--- src/rtl/decoder_pkg.sv ---
// Shared types for the handshaked code-to-pattern decoder.
// Pattern modes and skid-buffer occupancy states.
package decoder_pkg;

  localparam int DEC_SIZE_MAX = 8;

  typedef enum logic [1:0] {
    DEC_ONEHOT   = 2'd0,
    DEC_THERM_UP = 2'd1,
    DEC_ONECOLD  = 2'd2,
    DEC_THERM_DN = 2'd3
  } decode_mode_e;

  typedef enum logic [1:0] {
    EMPTY = 2'd0,
    ONE   = 2'd1,
    TWO   = 2'd2
  } buf_state_e;

  // Pattern emitted when nothing is selected.
  function automatic logic idle_bit(
    input decode_mode_e mode
  );
    return (mode == DEC_ONECOLD);
  endfunction

endpackage

--- src/rtl/decoder_pattern.sv ---
// Combinational code/en/mode -> WIDTH-bit pattern plus range error.
// Ports: code, en, mode in; dec (pattern), err (code >= WIDTH) out.
module decoder_pattern
  import decoder_pkg::*;
#(
  parameter int SIZE  = 3,
  parameter int WIDTH = 1 << SIZE
) (
  input  logic [SIZE-1:0]  code,
  input  logic             en,
  input  decode_mode_e     mode,
  output logic [WIDTH-1:0] dec,
  output logic             err
);

  logic [31:0] idx;
  logic        in_range;

  // Zero-extend so codes beyond WIDTH never wrap into range.
  assign idx      = 32'(code);
  assign in_range = (idx < 32'(WIDTH));

  always_comb begin
    err = en && !in_range;
    dec = {WIDTH{idle_bit(mode)}};
    if (en && in_range) begin
      for (int k = 0; k < WIDTH; k++) begin
        unique case (mode)
          DEC_ONEHOT:   dec[k] = (32'(k) == idx);
          DEC_THERM_UP: dec[k] = (32'(k) <= idx);
          DEC_ONECOLD:  dec[k] = (32'(k) != idx);
          DEC_THERM_DN: dec[k] = (32'(k) >= idx);
          default:      dec[k] = 1'b0;
        endcase
      end
    end
  end

endmodule

--- src/rtl/decoder_pipe.sv ---
// Registered, valid/ready decoder with a 2-entry skid buffer.
// Ports: clk, rst_n; in_valid/in_ready/in_code/in_en/in_mode;
// out_valid/out_ready/out_dec/out_err.
module decoder_pipe
  import decoder_pkg::*;
#(
  parameter int SIZE  = 3,
  parameter int WIDTH = 1 << SIZE
) (
  input  logic             clk,
  input  logic             rst_n,
  input  logic             in_valid,
  output logic             in_ready,
  input  logic [SIZE-1:0]  in_code,
  input  logic             in_en,
  input  logic [1:0]       in_mode,
  output logic             out_valid,
  input  logic             out_ready,
  output logic [WIDTH-1:0] out_dec,
  output logic             out_err
);

  typedef struct packed {
    logic [WIDTH-1:0] dec;
    logic             err;
  } beat_t;

  buf_state_e state_q, state_d;

  beat_t in_beat;
  beat_t out_q;
  beat_t skid_q;

  logic [WIDTH-1:0] pat_dec;
  logic             pat_err;

  logic acc;
  logic drain;
  logic ld_out_in;
  logic ld_out_skid;
  logic ld_skid;

  decoder_pattern #(
    .SIZE  (SIZE),
    .WIDTH (WIDTH)
  ) u_pattern (
    .code (in_code),
    .en   (in_en),
    .mode (decode_mode_e'(in_mode)),
    .dec  (pat_dec),
    .err  (pat_err)
  );

  assign in_beat = '{dec: pat_dec, err: pat_err};

  // Both handshake outputs come from the state register only.
  assign in_ready  = (state_q != TWO);
  assign out_valid = (state_q != EMPTY);

  assign acc   = in_valid & in_ready;
  assign drain = out_valid & out_ready;

  always_comb begin
    state_d     = state_q;
    ld_out_in   = 1'b0;
    ld_out_skid = 1'b0;
    ld_skid     = 1'b0;
    unique case (state_q)
      EMPTY: begin
        if (acc) begin
          state_d   = ONE;
          ld_out_in = 1'b1;
        end
      end
      ONE: begin
        unique case (1'b1)
          acc && drain: begin
            ld_out_in = 1'b1;
          end
          acc && !drain: begin
            state_d = TWO;
            ld_skid = 1'b1;
          end
          !acc && drain: begin
            state_d = EMPTY;
          end
          default: begin
            state_d = ONE;
          end
        endcase
      end
      TWO: begin
        if (drain) begin
          state_d     = ONE;
          ld_out_skid = 1'b1;
        end
      end
      default: begin
        state_d = EMPTY;
      end
    endcase
  end

  always_ff @(posedge clk or negedge rst_n) begin
    if (!rst_n) begin
      state_q <= EMPTY;
    end else begin
      state_q <= state_d;
    end
  end

  always_ff @(posedge clk or negedge rst_n) begin
    if (!rst_n) begin
      out_q  <= '0;
      skid_q <= '0;
    end else begin
      if (ld_out_in) begin
        out_q <= in_beat;
      end else if (ld_out_skid) begin
        out_q <= skid_q;
      end
      if (ld_skid) begin
        skid_q <= in_beat;
      end
    end
  end

  assign out_dec = out_q.dec;
  assign out_err = out_q.err;

endmodule

--- config.mk ---
export PLATFORM = sky130hd
export DESIGN_NAME = decoder_pipe
export DESIGN_NICKNAME = d
export VERILOG_FILES = /design/src/rtl/decoder_pkg.sv /design/src/rtl/decoder_pattern.sv /design/src/rtl/decoder_pipe.sv
export SDC_FILE = /design/constraint.sdc
export NUM_CORES = 1
export LEC_CHECK = 0
export CAP_MARGIN = 20
export CORE_MARGIN = 4
export CORE_UTILIZATION = 40
export DETAILED_ROUTE_END_ITERATION = 8
export PLACE_DENSITY = 0.69
export SLEW_MARGIN = 0
export SYNTH_ARGS = -nofsm -noshare
export SYNTH_HDL_FRONTEND = slang
export SYNTH_SLANG_ARGS = --single-unit
--- constraint.sdc ---
create_clock -name clk -period 3.4 [get_ports clk]
set_clock_uncertainty 0.2 [all_clocks]
set_input_delay 0.68 -clock clk [delete_from_list [all_inputs] [get_ports clk]]
set_output_delay 0.68 -clock clk [all_outputs]
set_load 0.01 [all_outputs]
==> reports/results.txt, run 1 <==
Result of the run -> completed
Final design utilization -> 0.499
Number of pins with negative max-slew slack in the final report -> 0
Number of hold buffers added after CTS -> 0
Required time of the worst setup path -> 3.40 ns
Number of input and output port buffers inserted -> 19
CP startpoint -> in_code[2]
Worst-path cell chain -> clkdlybuf4s50_1 -> nor3_1 -> mux2_2 -> a32o_1 -> o21ai_1
Initial antenna violation count -> 0
Slew Limit Headroom -> 0.471
Max Cap Violations -> 0
Share of the synthesized area in the top cell type -> 0.377
Drt total wl -> 2530 um
Number of failing setup endpoints in the final timing report -> 0
Static leakage power -> 0.000606 uW
Fraction of final layout cells sized beyond drive strength 1 -> 0.0979
Start of the worst register-to-register path -> state_q[1]$_DFFE_PN0P_
Category of the critical setup timing path -> in2reg
Router iterations before antenna repair -> 4
Sink count of the clock tree -> 18
WHS Path Cells -> 2
Unrepaired setup endpoints after global routing -> false
Post_cts resized -> 0
Diodes inserted -> 0
Initial core utilization -> 0.426
HPWL after detailed placement -> 1890 um
Count of flip-flops with a built-in enable after synthesis -> 0
Hold WC Path Type -> reg2reg
Cell type contributing the most total cell area after synthesis -> sky130_fd_sc_hd__dfrtp_1
Mapped Area -> 0.00119 mm^2
Core footprint -> 0.00281 mm^2
# rows -> 19
Starting DRC count in detailed routing -> 27
Most instantiated cells after synthesis -> sky130_fd_sc_hd__dfrtp_1, sky130_fd_sc_hd__nand2_1, sky130_fd_sc_hd__a21oi_1
Area growth from synthesis to layout -> 17.1%
Total Routing Usage GR -> 0.134
Overall overflow remaining after global route -> 0
Min Hold Slack -> 0.297 ns
Final routed wire length divided by cell count -> 14.5 um
Final min period -> 2.46 ns
Mean area per synthesized cell -> 9.34 um^2
Clock-pin slew on the worst setup and hold paths -> 0.09 ns
Setup WS post-layout -> 0.940 ns
Startpoint Class -> input port
Placement-stage worst setup slack -> 0.634 ns
Number of global-route vias before repair -> 958
Post-CTS repair timing setup buffer count -> 0
Number of vias per cell after detailed routing -> 5.83
Buffers from clock root to sink, at most -> 2
Worst-path cell with the longest stage delay -> sky130_fd_sc_hd__clkdlybuf4s50_1
Proportion of synthesized chip area in sequential cells -> 0.377
Library cells used by synthesis -> 46
Asr flop ratio synth -> 1.00
Setup total negative slack -> 0 ns
Synthesized Nets -> 140
Maximum fanout along the worst path -> 15
Post-Syn Instances -> 128
Slew at the pin with the worst max-slew slack -> 0.790 ns
Maximum number of pins on one net before global-route repair -> 19
CTS root buffer -> sky130_fd_sc_hd__clkbuf_4
R2R cell count -> 5
Total power consumption of the routed design -> 976 uW
Arrival time of the worst setup path -> 2.46 ns
IO Count -> 21
Largest incremental delay on the critical path -> 0.63 ns
Warning count from the yosys run -> 0
Clock tree from TritonCTS -> done
Count leader, synth -> sky130_fd_sc_hd__dfrtp_1
Period Utilization, post-route -> 0.724
Die width -> 62.7 um
Maximum level of the CTS H-tree -> 1
Die outline area -> 0.00393 mm^2
Synth Flop Type -> sky130_fd_sc_hd__dfrtp_1
Total via count after detailed routing -> 1015
Number of routed nets with antenna violations -> 0
Worst-skew pair later-pin latency -> 0.29 ns
First-pass GRT wire length -> 4330 um
Final weighted congestion of routability-driven global placement -> 0.805
Highest attainable clock frequency -> 406 MHz
Die height -> 62.7 um
Critical path endpoint category -> flip-flop
Peak supply drop -> 0.000380 V
Ranking of synthesized cells by area -> sky130_fd_sc_hd__dfrtp_1, sky130_fd_sc_hd__nand2_1, sky130_fd_sc_hd__mux2_2
Number of design rule violations left after detail routing -> 0
Total CTS buffers -> 3
Hold_sp -> skid_q[1]$_DFFE_PN0P_
Final-report hold violation count -> 0
Post-synthesis sequential element count -> 18
Power density normalized to cell area -> 698 mW/mm^2
Final #Nets -> 156
report_power, final:
part / total, uW / switching [uW] / internal [uW]
sequential: 373 / 59.8 / 313
clock: 130 / 64.9 / 65.2
combinational: 473 / 221 / 252
placed cells by master, fill, tap and decap left out, drive strengths merged:
cell type	count
a2111o	1
a2111oi	1
a211o	2
a211oi	5
a21o	3
a21oi	9
a221o	3
a221oi	2
a31oi	1
a32o	2
a41o	1
and2	7
and3	1
buf	1
clkbuf	4
clkdlybuf4s50	19
conb	1
dfrtp	18
ha	2
inv	5
mux2	5
mux2i	2
nand2	13
nand2b	4
nand3	1
nand3b	3
nand4	1
nor2	5
nor2b	2
nor3	2
o211ai	1
o21ai	8
o221ai	1
o22ai	1
o31ai	1
or2	2
or3b	1
or4b	1
xnor2	1
critical path: cells and delay by family:
family | cells | cell delay, ns
compound gates | 2 | 0.35
buf+inv | 1 | 0.63
mux | 1 | 0.38
simple gates | 1 | 0.43
through the flow:
step           area (um^2)  std cells
2_1_floorplan         1190        128
3_3_place_gp          1360        170
3_5_place_dp          1360        170
4_1_cts               1400        174
5_1_grt               1400        174
6_report              1400        174
cell families (layout without fill, tap and decap cells):
group,count (synthesis),count (layout),synth area share
other,1,1,0.00314
muxes,7,7,0.0639
xor gates and xnor gates,1,1,0.00733
and+or+nand+nor,43,43,0.193
buffers and inverters,14,29,0.0733
adders and majority gates,2,2,0.0209
AOI/OAI and AO/OA,42,42,0.262
DFF,18,18,0.377
worst paths after layout:
kind,end,slack [ns]
min reg2reg,skid_q[1]$_DFFE_PN0P_,0.30
max,skid_q[1]$_DFFE_PN0P_,0.94
min,skid_q[1]$_DFFE_PN0P_,0.30
max reg2reg,skid_q[2]$_DFFE_PN0P_,1.19
min in group asynchronous,out_dec[2]$_DFFE_PN0P_,0.63
max in group asynchronous,state_q[0]$_DFFE_PN0P_,1.86
final cells by class:
cell class | instances | area [um^2]
Inverter | 5 | 18.8
Multi-Input combinational cell | 96 | 657
Tap cell | 31 | 38.8
Fill cell | 258 | 1410
Timing Repair Buffer | 20 | 198
Clock buffer | 4 | 36.3
Sequential cell | 18 | 450
metal layers:
layer | part of all wire | track usage | routed length [um] | up-vias
met4 | 0.013 | 0.0303 | 34 | 0
met2 | 0.49 | 0.214 | 1240 | 20
met1 | 0.46 | 0.178 | 1180 | 487
met3 | 0.032 | 0.0414 | 82 | 4
met5 | 0 | 0 | 0 | -
li1 | - | - | - | 504
state kept, by name, indices dropped and copies added (netlist names):
| signal | count |
|---|---|
| out_dec | 8 |
| skid_q | 8 |
| state_q | 2 |
Power figures use the tool's default switching activity.
==> inputs of run 2 (changes only) <==
--- a/config.mk
+++ b/config.mk
@@ -9,7 +9,7 @@
 export CORE_MARGIN = 4
 export CORE_UTILIZATION = 40
 export DETAILED_ROUTE_END_ITERATION = 8
-export PLACE_DENSITY = 0.69
+export PLACE_DENSITY = 0.72
 export SLEW_MARGIN = 0
 export SYNTH_ARGS = -nofsm -noshare
 export SYNTH_HDL_FRONTEND = slang
==> constraint.sdc (replaced) <==
create_clock -name clk -period 2 [get_ports clk]
set_clock_uncertainty 0.2 [all_clocks]
set_input_delay 0.4 -clock clk [delete_from_list [all_inputs] [get_ports clk]]
set_output_delay 0.4 -clock clk [all_outputs]
set_load 0.01 [all_outputs]
==> reports/results.txt, run 2 (synthesized netlist as in run 1, its figures left out) <==
Buffers from clock root to sink, at most -> 2 (unchanged)
Power density normalized to cell area -> 1140 mW/mm^2 (+64%)
Overall overflow remaining after global route -> 0 (unchanged)
Number of placed instances, taps included -> 200 (+18%)
Diodes inserted -> 0 (unchanged)
Number of input and output port buffers inserted -> 19 (unchanged)
Arrival time of the worst setup path -> 1.96 ns (-0.50 ns)
Number of global-route vias before repair -> 1211 (+26%)
Number of routed nets with antenna violations -> 0 (unchanged)
CTS root buffer -> sky130_fd_sc_hd__clkbuf_4
IO Count -> 21 (unchanged)
Static leakage power -> 0.000812 uW (+34%)
Maximum number of pins on one net before global-route repair -> 19 (unchanged)
Final routed wire length divided by cell count -> 16.1 um (+11%)
Commonest cells after routing, fill and taps aside -> sky130_fd_sc_hd__buf_4, sky130_fd_sc_hd__dfrtp_1, sky130_fd_sc_hd__clkdlybuf4s50_1
Required time of the worst setup path -> 2.00 ns (-1.40 ns)
Final min period -> 1.96 ns
Initial antenna violation count -> 0 (unchanged)
Router iterations before antenna repair -> 4 (unchanged)
Number of failing setup endpoints in the final timing report -> 0 (unchanged)
Most common cell after layout, fill and taps aside -> sky130_fd_sc_hd__buf_4
Hold WC Path Type -> in2async
Total via count after detailed routing -> 1178 (+16%)
Maximum fanout along the worst path -> 6 (-9)
Highest attainable clock frequency -> 511 MHz
Drt total wl -> 3350 um (+33%)
Starting DRC count in detailed routing -> 74 (+170%)
Worst-path cell chain -> buf_4 -> nand2b_1 -> and2_4 -> buf_4 -> ha_1 -> nand3b_1 -> buf_4 -> mux2_2
Number of design rule violations left after detail routing -> 0 (unchanged)
Final weighted congestion of routability-driven global placement -> 0.892 (+11%)
Core footprint -> 0.00281 mm^2 (unchanged)
Setup total negative slack -> 0 ns (unchanged)
Final #Nets -> 190 (+22%)
Final design utilization -> 0.608 (+0.109)
Final cell count without fillers -> 208 (+20%)
Die outline area -> 0.00393 mm^2 (unchanged)
Clock tree from TritonCTS -> done
Maximum level of the CTS H-tree -> 1 (unchanged)
HPWL after detailed placement -> 2470 um (+31%)
Result of the run -> completed
Worst-skew pair later-pin latency -> 0.30 ns (about the same)
CP dominant cell by count -> sky130_fd_sc_hd__buf_4
Worst-path cell with the longest stage delay -> sky130_fd_sc_hd__dfrtp_1
Area growth from synthesis to layout -> 42.7%
Peak supply drop -> 0.000881 V (+130%)
Start of the worst register-to-register path -> state_q[1]$_DFFE_PN0P_
Startpoint Class -> flip-flop
Initial core utilization -> 0.426 (unchanged)
Number of pins with negative max-slew slack in the final report -> 0 (unchanged)
# rows -> 19 (unchanged)
Largest incremental delay on the critical path -> 0.36 ns (-0.27 ns)
Category of the critical setup timing path -> reg2reg
Final-report hold violation count -> 0 (unchanged)
First-pass GRT wire length -> 5600 um (+29%)
Number of vias per cell after detailed routing -> 5.66 (-2.9%)
R2R cell count -> 8 (+3)
Number of filler cells placed in the layout -> 232 (-10%)
Clock-pin slew on the worst setup and hold paths -> 0.10 ns (about the same)
Die height -> 62.7 um (unchanged)
Fraction of final layout cells sized beyond drive strength 1 -> 0.322 (+0.224)
Total Routing Usage GR -> 0.177 (+0.0430)
Critical path endpoint category -> flip-flop
Sink count of the clock tree -> 18 (unchanged)
Max Cap Violations -> 0 (unchanged)
Period Utilization, post-route -> 0.979
Die width -> 62.7 um (unchanged)
Total CTS buffers -> 3 (unchanged)
Number of hold buffers added after CTS -> 0 (unchanged)
CP startpoint -> state_q[1]$_DFFE_PN0P_
## run 2: cell count changes in the layout (fill, tap and decap cells not counted), sizes merged
cell           delta
clkdlybuf4s50     -6
clkdlybuf4s15     +1
buf              +34
dlygate4sd2       +2
dlymetal6s2s      +3
## run 2: per-stage QoR
step           area, um^2  setup WS, ns  hold WS, ns  power, uW
4_1_cts              1640       0.00776        0.226       1840
5_1_grt              1710       -0.0409        0.225       2090
6_report             1710        0.0422        0.227       1950
3_3_place_gp         1590        -0.263        0.268       1560
2_1_floorplan        1200        0.0472      -0.0956       1130
3_5_place_dp         1590        -0.337        0.282       1610
## run 2: worst paths after layout
kind / end / slack (ns)
setup / recovery: skid_q[7]$_DFFE_PN0P_ / 0.04
hold / removal: out_dec[2]$_DFFE_PN0P_ / 0.23
setup reg to reg: skid_q[7]$_DFFE_PN0P_ / 0.04
hold reg to reg: skid_q[8]$_DFFE_PN0P_ / 0.30
max in group asynchronous: skid_q[5]$_DFFE_PN0P_ / 1.18
min in group clk: skid_q[8]$_DFFE_PN0P_ / 0.30
## run 2: what timing repair did
action,in CTS,in global routing
pin swaps,0,4
setup buffers,1,2
gates cloned,0,1
setup endpoints to repair,8,16
gates resized for setup,6,14
## run 2: final cells by class
cell class              instances  area (um^2)  area share
inverters                       5         18.8      0.0110
clock buffers                   4         36.3      0.0213
repair buffers                 54          463       0.271
multi-input cells              96          698       0.409
well taps                      31         38.8      0.0227
flip-flops and latches         18          450       0.264
## run 2: where the power goes
| group | internal [uW] | switching [uW] | total [uW] |
|---|---|---|---|
| logic | 604 | 486 | 1090 |
| clock network | 111 | 116 | 228 |
| registers | 532 | 99.6 | 632 |
## run 2: worst max-delay path: cells and delay by family, from the launching register on
family,cells,cell delay [ns]
AND/OR/NAND/NOR,3,0.33
buffers and inverters,3,0.45
multiplexers,1,0.33
adder cells (fa/ha/maj),1,0.18
flip-flops,1,0.36
## run 2: metal layers
layer  wire [um]  vias up  GRT usage
met2        1700       30      0.290
li1            -      565          -
met1        1440      577      0.228
met5           0        -          0
met3         161        6     0.0468
met4          46        0     0.0551
